$ cat config.mk
export PLATFORM = sky130hd
export DESIGN_NAME = wb_unit
export DESIGN_NICKNAME = d
export VERILOG_FILES = /design/src/rtl/soin_pkg.sv /design/src/rtl/wb_unit_ld_format.sv /design/src/rtl/wb_unit.sv
export SDC_FILE = /design/constraint.sdc
export NUM_CORES = 1
export LEC_CHECK = 0
export ABC_CLOCK_PERIOD_IN_PS = 3000
export CAP_MARGIN = 30
export CORE_ASPECT_RATIO = 2
export CORE_MARGIN = 8
export CORE_UTILIZATION = 50
export CTS_CLUSTER_DIAMETER = 60
export DETAILED_ROUTE_END_ITERATION = 12
export GPL_TIMING_DRIVEN = 0
export PLACE_DENSITY = 0.92
export RECOVER_POWER = 50
export SYNTH_ARGS = -nofsm -noshare
export SYNTH_HDL_FRONTEND = slang
export SYNTH_SLANG_ARGS = --single-unit
$ cat constraint.sdc
create_clock -name i_clk -period 3 [get_ports i_clk]
set_input_delay 0.6 -clock i_clk [delete_from_list [all_inputs] [get_ports i_clk]]
set_output_delay 0.6 -clock i_clk [all_outputs]
set_load 0.005 [all_outputs]
$ cat src/rtl/soin_pkg.sv
// Shared types and constants for the soin core pipeline.
// Register and data widths, register count and load funct3 encodings.
package soin_pkg;

   typedef logic [31:0] data_t;
   typedef logic [4:0]  reg_t;

   localparam int N_REG = 32;

   localparam logic [2:0] F3_LB  = 3'b000;
   localparam logic [2:0] F3_LH  = 3'b001;
   localparam logic [2:0] F3_LW  = 3'b010;
   localparam logic [2:0] F3_LBU = 3'b100;
   localparam logic [2:0] F3_LHU = 3'b101;

endpackage

$ cat src/rtl/wb_unit_ld_format.sv
// Load data formatter: extracts byte/half/word at the address offset
// and sign- or zero-extends according to funct3.
module ld_format
   import soin_pkg::*;
(
   input  logic [2:0] i_funct3,
   input  logic [1:0] i_off,
   input  data_t      i_rdata,
   output data_t      o_data
);

   logic [7:0]  byte_v;
   logic [15:0] half_v;

   // Halfword select uses only off[1]; a misaligned off[0] is ignored.
   assign byte_v = i_rdata[{i_off, 3'b000} +: 8];
   assign half_v = i_rdata[{i_off[1], 4'b0000} +: 16];

   always_comb begin
      case (i_funct3)
         F3_LB:   o_data = {{24{byte_v[7]}}, byte_v};
         F3_LH:   o_data = {{16{half_v[15]}}, half_v};
         F3_LBU:  o_data = {24'd0, byte_v};
         F3_LHU:  o_data = {16'd0, half_v};
         default: o_data = i_rdata;
      endcase
   end

endmodule

$ cat src/rtl/wb_unit.sv
// Write-back stage: merges ALU results and load responses onto the register
// file write port and tracks pending loads so decode can stall on hazards.
module wb_unit
   import soin_pkg::*;
#(
   parameter int MAX_OUTST = 2,
   parameter int CNT_W     = $clog2(MAX_OUTST + 1)
) (
   input  logic       i_clk,
   input  logic       i_rstn,
   input  logic       i_alu_valid,
   input  reg_t       i_alu_rd,
   input  data_t      i_alu_data,
   input  logic       i_ld_valid,
   output logic       o_ld_ready,
   input  reg_t       i_ld_rd,
   input  logic [2:0] i_ld_funct3,
   input  logic [1:0] i_ld_off,
   input  data_t      i_ld_rdata,
   input  logic       i_issue_ld,
   input  reg_t       i_issue_rd,
   input  reg_t       i_dec_rs1,
   input  reg_t       i_dec_rs2,
   input  reg_t       i_dec_rd,
   output logic       o_stall,
   output logic       o_issue_full,
   output logic       o_Wen,
   output reg_t       o_Wnum,
   output data_t      o_Wd
);

   logic             hold_v;
   reg_t             hold_rd;
   data_t            hold_data;
   data_t            fmt_data;
   logic [N_REG-1:1] pending_q;
   logic [N_REG-1:0] pend_vec;
   logic [N_REG-1:0] pend_nx;
   logic [CNT_W-1:0] cnt_q;
   logic             ld_acc;
   logic             alu_sel;
   logic             drain;
   logic             cnt_inc;

   ld_format u_ld_format (
      .i_funct3 (i_ld_funct3),
      .i_off    (i_ld_off),
      .i_rdata  (i_ld_rdata),
      .o_data   (fmt_data)
   );

   // ALU has no backpressure, so it always wins; x0 writes are dropped and
   // leave the slot free for the hold register.
   assign o_ld_ready   = ~hold_v;
   assign ld_acc       = i_ld_valid & ~hold_v;
   assign alu_sel      = i_alu_valid & (i_alu_rd != '0);
   assign drain        = ~alu_sel & hold_v;
   assign o_issue_full = (cnt_q == CNT_W'(MAX_OUTST));
   assign cnt_inc      = i_issue_ld & ~o_issue_full;
   assign pend_vec     = {pending_q, 1'b0};
   assign o_stall      = pend_vec[i_dec_rs1] | pend_vec[i_dec_rs2] |
                         pend_vec[i_dec_rd] | o_issue_full;

   // NOTE: every variable written in always_comb gets a default first, so no latch is inferred.
   always_comb begin
      pend_nx = pend_vec;
      if (drain)
         pend_nx[hold_rd] = 1'b0;
      if (i_issue_ld && (i_issue_rd != '0))
         pend_nx[i_issue_rd] = 1'b1;
   end

   // NOTE: sequential state uses non-blocking assignments only.
   always_ff @(posedge i_clk) begin
      if (!i_rstn) begin
         o_Wen     <= 1'b0;
         o_Wnum    <= '0;
         o_Wd      <= '0;
         hold_v    <= 1'b0;
         pending_q <= '0;
         cnt_q     <= '0;
      end else begin
         if (alu_sel) begin
            o_Wen  <= 1'b1;
            o_Wnum <= i_alu_rd;
            o_Wd   <= i_alu_data;
         end else if (hold_v) begin
            o_Wen  <= 1'b1;
            o_Wnum <= hold_rd;
            o_Wd   <= hold_data;
         end else begin
            o_Wen  <= 1'b0;
         end

         if (ld_acc && (i_ld_rd != '0))
            hold_v <= 1'b1;
         else if (drain)
            hold_v <= 1'b0;

         pending_q <= pend_nx[N_REG-1:1];

         if (cnt_inc && !ld_acc)
            cnt_q <= cnt_q + CNT_W'(1);
         else if (ld_acc && !cnt_inc && (cnt_q != '0))
            cnt_q <= cnt_q - CNT_W'(1);
      end
   end

   // NOTE: payload registers are qualified by hold_v, so they carry no reset.
   always_ff @(posedge i_clk) begin
      if (ld_acc) begin
         hold_rd   <= i_ld_rd;
         hold_data <= fmt_data;
      end
   end

endmodule

==> flow_summary.ini <==
[outcome]
run_status = completed

[worst_setup_path]
regToRegEndpoint = hold_data[25]
number_of_cells_traversed_by_the_worst_register_to_register_path = 4
reg_to_reg_startpoint = hold_v
worstSetupStartpoint = i_ld_valid
worstSetupEndpoint = hold_data[25]
cp_endpoint_kind = register
startpoint_type = input pin
worstSetupPathType = input pin to register
critPathMaxFanout = 21
reg2reg_slack_ns = 0.46
critical_path_arrival_ns = 2.80
cp.required_ns = 2.97

[cts]
clock-sinks = 109
cts-root-buf = clkbuf_16
cts_tree = yes
clk_latency_ns = 0.35
cts_inserted_buffers = 9
clk_transition_reported_paths_ns = 0.07
cts_max_path_buffers = 2
htree_levels = 3
holdBufCountCts = 0

[sta]
period_share_pct = 94.4
max_slew_margin_pct = 29.5
setup-tns-final_ns = 0
fmax_ghz = 0.353
worst_pin_slew_ns = 1.06
rsz0062_at_grt = false
finClkSkew_ns = 0.00548
timing.final.setup_violations = 0
drv_slew = 0
endpoints_failing_hold = 0
final_period_minus_worst_setup_slack_ns = 2.83

[grt]
first_global_vias = 5371
grt_pass1_wl_mm = 28.5
antenna_found_initial = 0
grt_max_degree = 22
grt.overflow.total = 0
global_route.usage.total_pct = 22.9

[floorplanning]
design.die.area_mm2 = 0.0156
core_mm2 = 0.0116
floorplan.initialDensity_pct = 50.3
row_count = 56
io_pins = 145
die-height_um = 169
overall_die_width_um = 92.3

[pwr]
power_mw = 3.49
power_leakage_nw = 3.21
p_per_area_mw_per_mm2 = 452
ir_drop_uv = 375

[logic_synthesis]
synth-edff-count = 37
syn-num-nets = 702
ys_async_sr_fraction_pct = 0
avgSynthCellArea_um2 = 9.73
synth.largest_area_cell = dfxtp_1
synth.yosys.seq_area_share_pct = 43.9
yosys_most_used_dff = dfxtp_1
synth.cells.most_frequent = nand2_1, dfxtp_1, mux2i_1, o21ai_0, edfxtp_1
ys.warnings.count = 0
synth.cell_area_mm2 = 0.00582
post-synth-top-count-cell = nand2_1
synth-seq-cells = 109
ys_types = 42
ys_top_cells_by_area = dfxtp_1, edfxtp_1, mux2i_1
netlist_instances = 598
synth_top_area_share_pct = 24.8

[drt]
drc = 0
avgRoutedWirePerCell_um = 20.0
firstDrtPassIters = 5
initialDrtViolationCount = 495
dr_total_vias = 5375
routed_wl_mm = 18.0
antenna_violating_nets_post_route = 0
routed_via_density = 5.97

[worst_hold_path]
hp-class = register to register

[run]
maxCapViolCount = 0

[cells_and_area]
num-nets-final = 854
antennaDiodeCount = 0
utilization_pct = 66.7
syn_to_final_growth_pct = 32.6
drive_gt1_share_pct = 9.54

[placement]
hpwl_mm = 13.7
io_buffers = 135
gp_routability_congestion = 0.937
==> cell families (layout without fill, tap and decap cells) <==
group / Yosys count / count (layout) / share of synthesized area [%]
flip-flops: 109 / 109 / 43.9
multiplexers: 80 / 80 / 17.3
AO/OA/AOI/OAI: 155 / 155 / 19.2
XOR/XNOR: 1 / 1 / 0.151
buffers and inverters: 47 / 204 / 3.42
AND/OR/NAND/NOR: 206 / 206 / 16.1
==> registers in the layout, indices dropped and copies added (netlist names) <==
register,cells
hold_data,32
o_Wd,32
pending_q,31
hold_rd,5
o_Wnum,5
cnt_q,2
hold_v,1
o_Wen,1
==> power by group <==
group	internal, mW	switching, mW	total, mW
combinational	0.338	0.317	0.655
clock	0.618	0.543	1.16
sequential	1.63	0.0486	1.68
total	2.58	0.909	3.49
==> area by class of cell <==
cell class / count / area, um^2
repair buffers: 141 / 1390
flip-flops and latches: 109 / 2550
clock inverters: 6 / 42.5
multi-input cells: 442 / 3080
well taps: 145 / 181
fillers: 915 / 3840
clock buffers: 10 / 250
inverters: 5 / 18.8
plain buffers: 42 / 199
==> routing by layer <==
| metal | track usage [%] | vias up | share of wire [%] | routed length [um] |
|---|---|---|---|---|
| li1 | - | 2489 | - | - |
| met1 | 29.8 | 2553 | 42 | 7530 |
| met2 | 36.3 | 279 | 47 | 8460 |
| met3 | 4.39 | 54 | 8.0 | 1440 |
| met4 | 9.18 | 0 | 3.2 | 575 |
| met5 | 0 | - | 0 | 0 |
==> what timing repair did <==
item / in CTS / in global routing
resized for setup: 16 / 5
endpoints found under the setup margin: 1 / 1
pin swaps: 4 / 1
setup buffers: 5 / 0
==> critical path, cell delays in order <==
cell	delay [ns]
dlygate4sd3_1	0.59
nand2_1	0.10
inv_1	0.65
clkbuf_1	0.85
==> layout by cell type (no fill, tap or decap), types with 3 or more instances in the layout <==
cell	n
nand3_1	8
mux2_2	5
dlygate4sd3_1	47
nand2_1	119
buf_4	6
nand3b_1	7
nand2b_1	10
a22oi_1	3
edfxtp_1	37
clkbuf_2	3
o211a_1	36
nor3_1	10
mux2i_1	59
clkbuf_16	10
buf_1	4
a21oi_1	20
and2_1	3
nor2b_1	11
a21boi_0	19
dfxtp_1	72
o22a_1	7
clkbuf_1	20
clkdlybuf4s50_1	85
mux4_2	16
o21ai_0	44
inv_1	5
nor2_1	24
a21boi_1	14
o211ai_1	3
buf_2	14
==> worst min-delay path by stage <==
stage / slack (ns) / from / to / cells after the start
after floorplan: 0.47 / pending_q[6] / pending_q[6] / 2
after global placement: 0.49 / pending_q[27] / pending_q[27] / 2
after detailed placement: 0.51 / pending_q[29] / pending_q[29] / 2
after CTS: 0.52 / pending_q[28] / pending_q[28] / 2
after global routing: 0.55 / pending_q[26] / pending_q[26] / 2
final: 0.53 / pending_q[29] / pending_q[29] / 2
==> through the flow <==
| step | area (um^2) | std cells | setup slack, ns | hold slack, ns |
|---|---|---|---|---|
| 6_report | 7720 | 900 | 0.169 | 0.525 |
| 5_1_grt | 7720 | 900 | 0.0707 | 0.545 |
| 2_1_floorplan | 5820 | 598 | 0.482 | 0.469 |
| 4_1_cts | 7740 | 900 | 0.0727 | 0.521 |
| 3_5_place_dp | 7380 | 879 | -0.678 | 0.510 |
| 3_3_place_gp | 7350 | 878 | -0.631 | 0.494 |
Power figures use the tool's default switching activity.
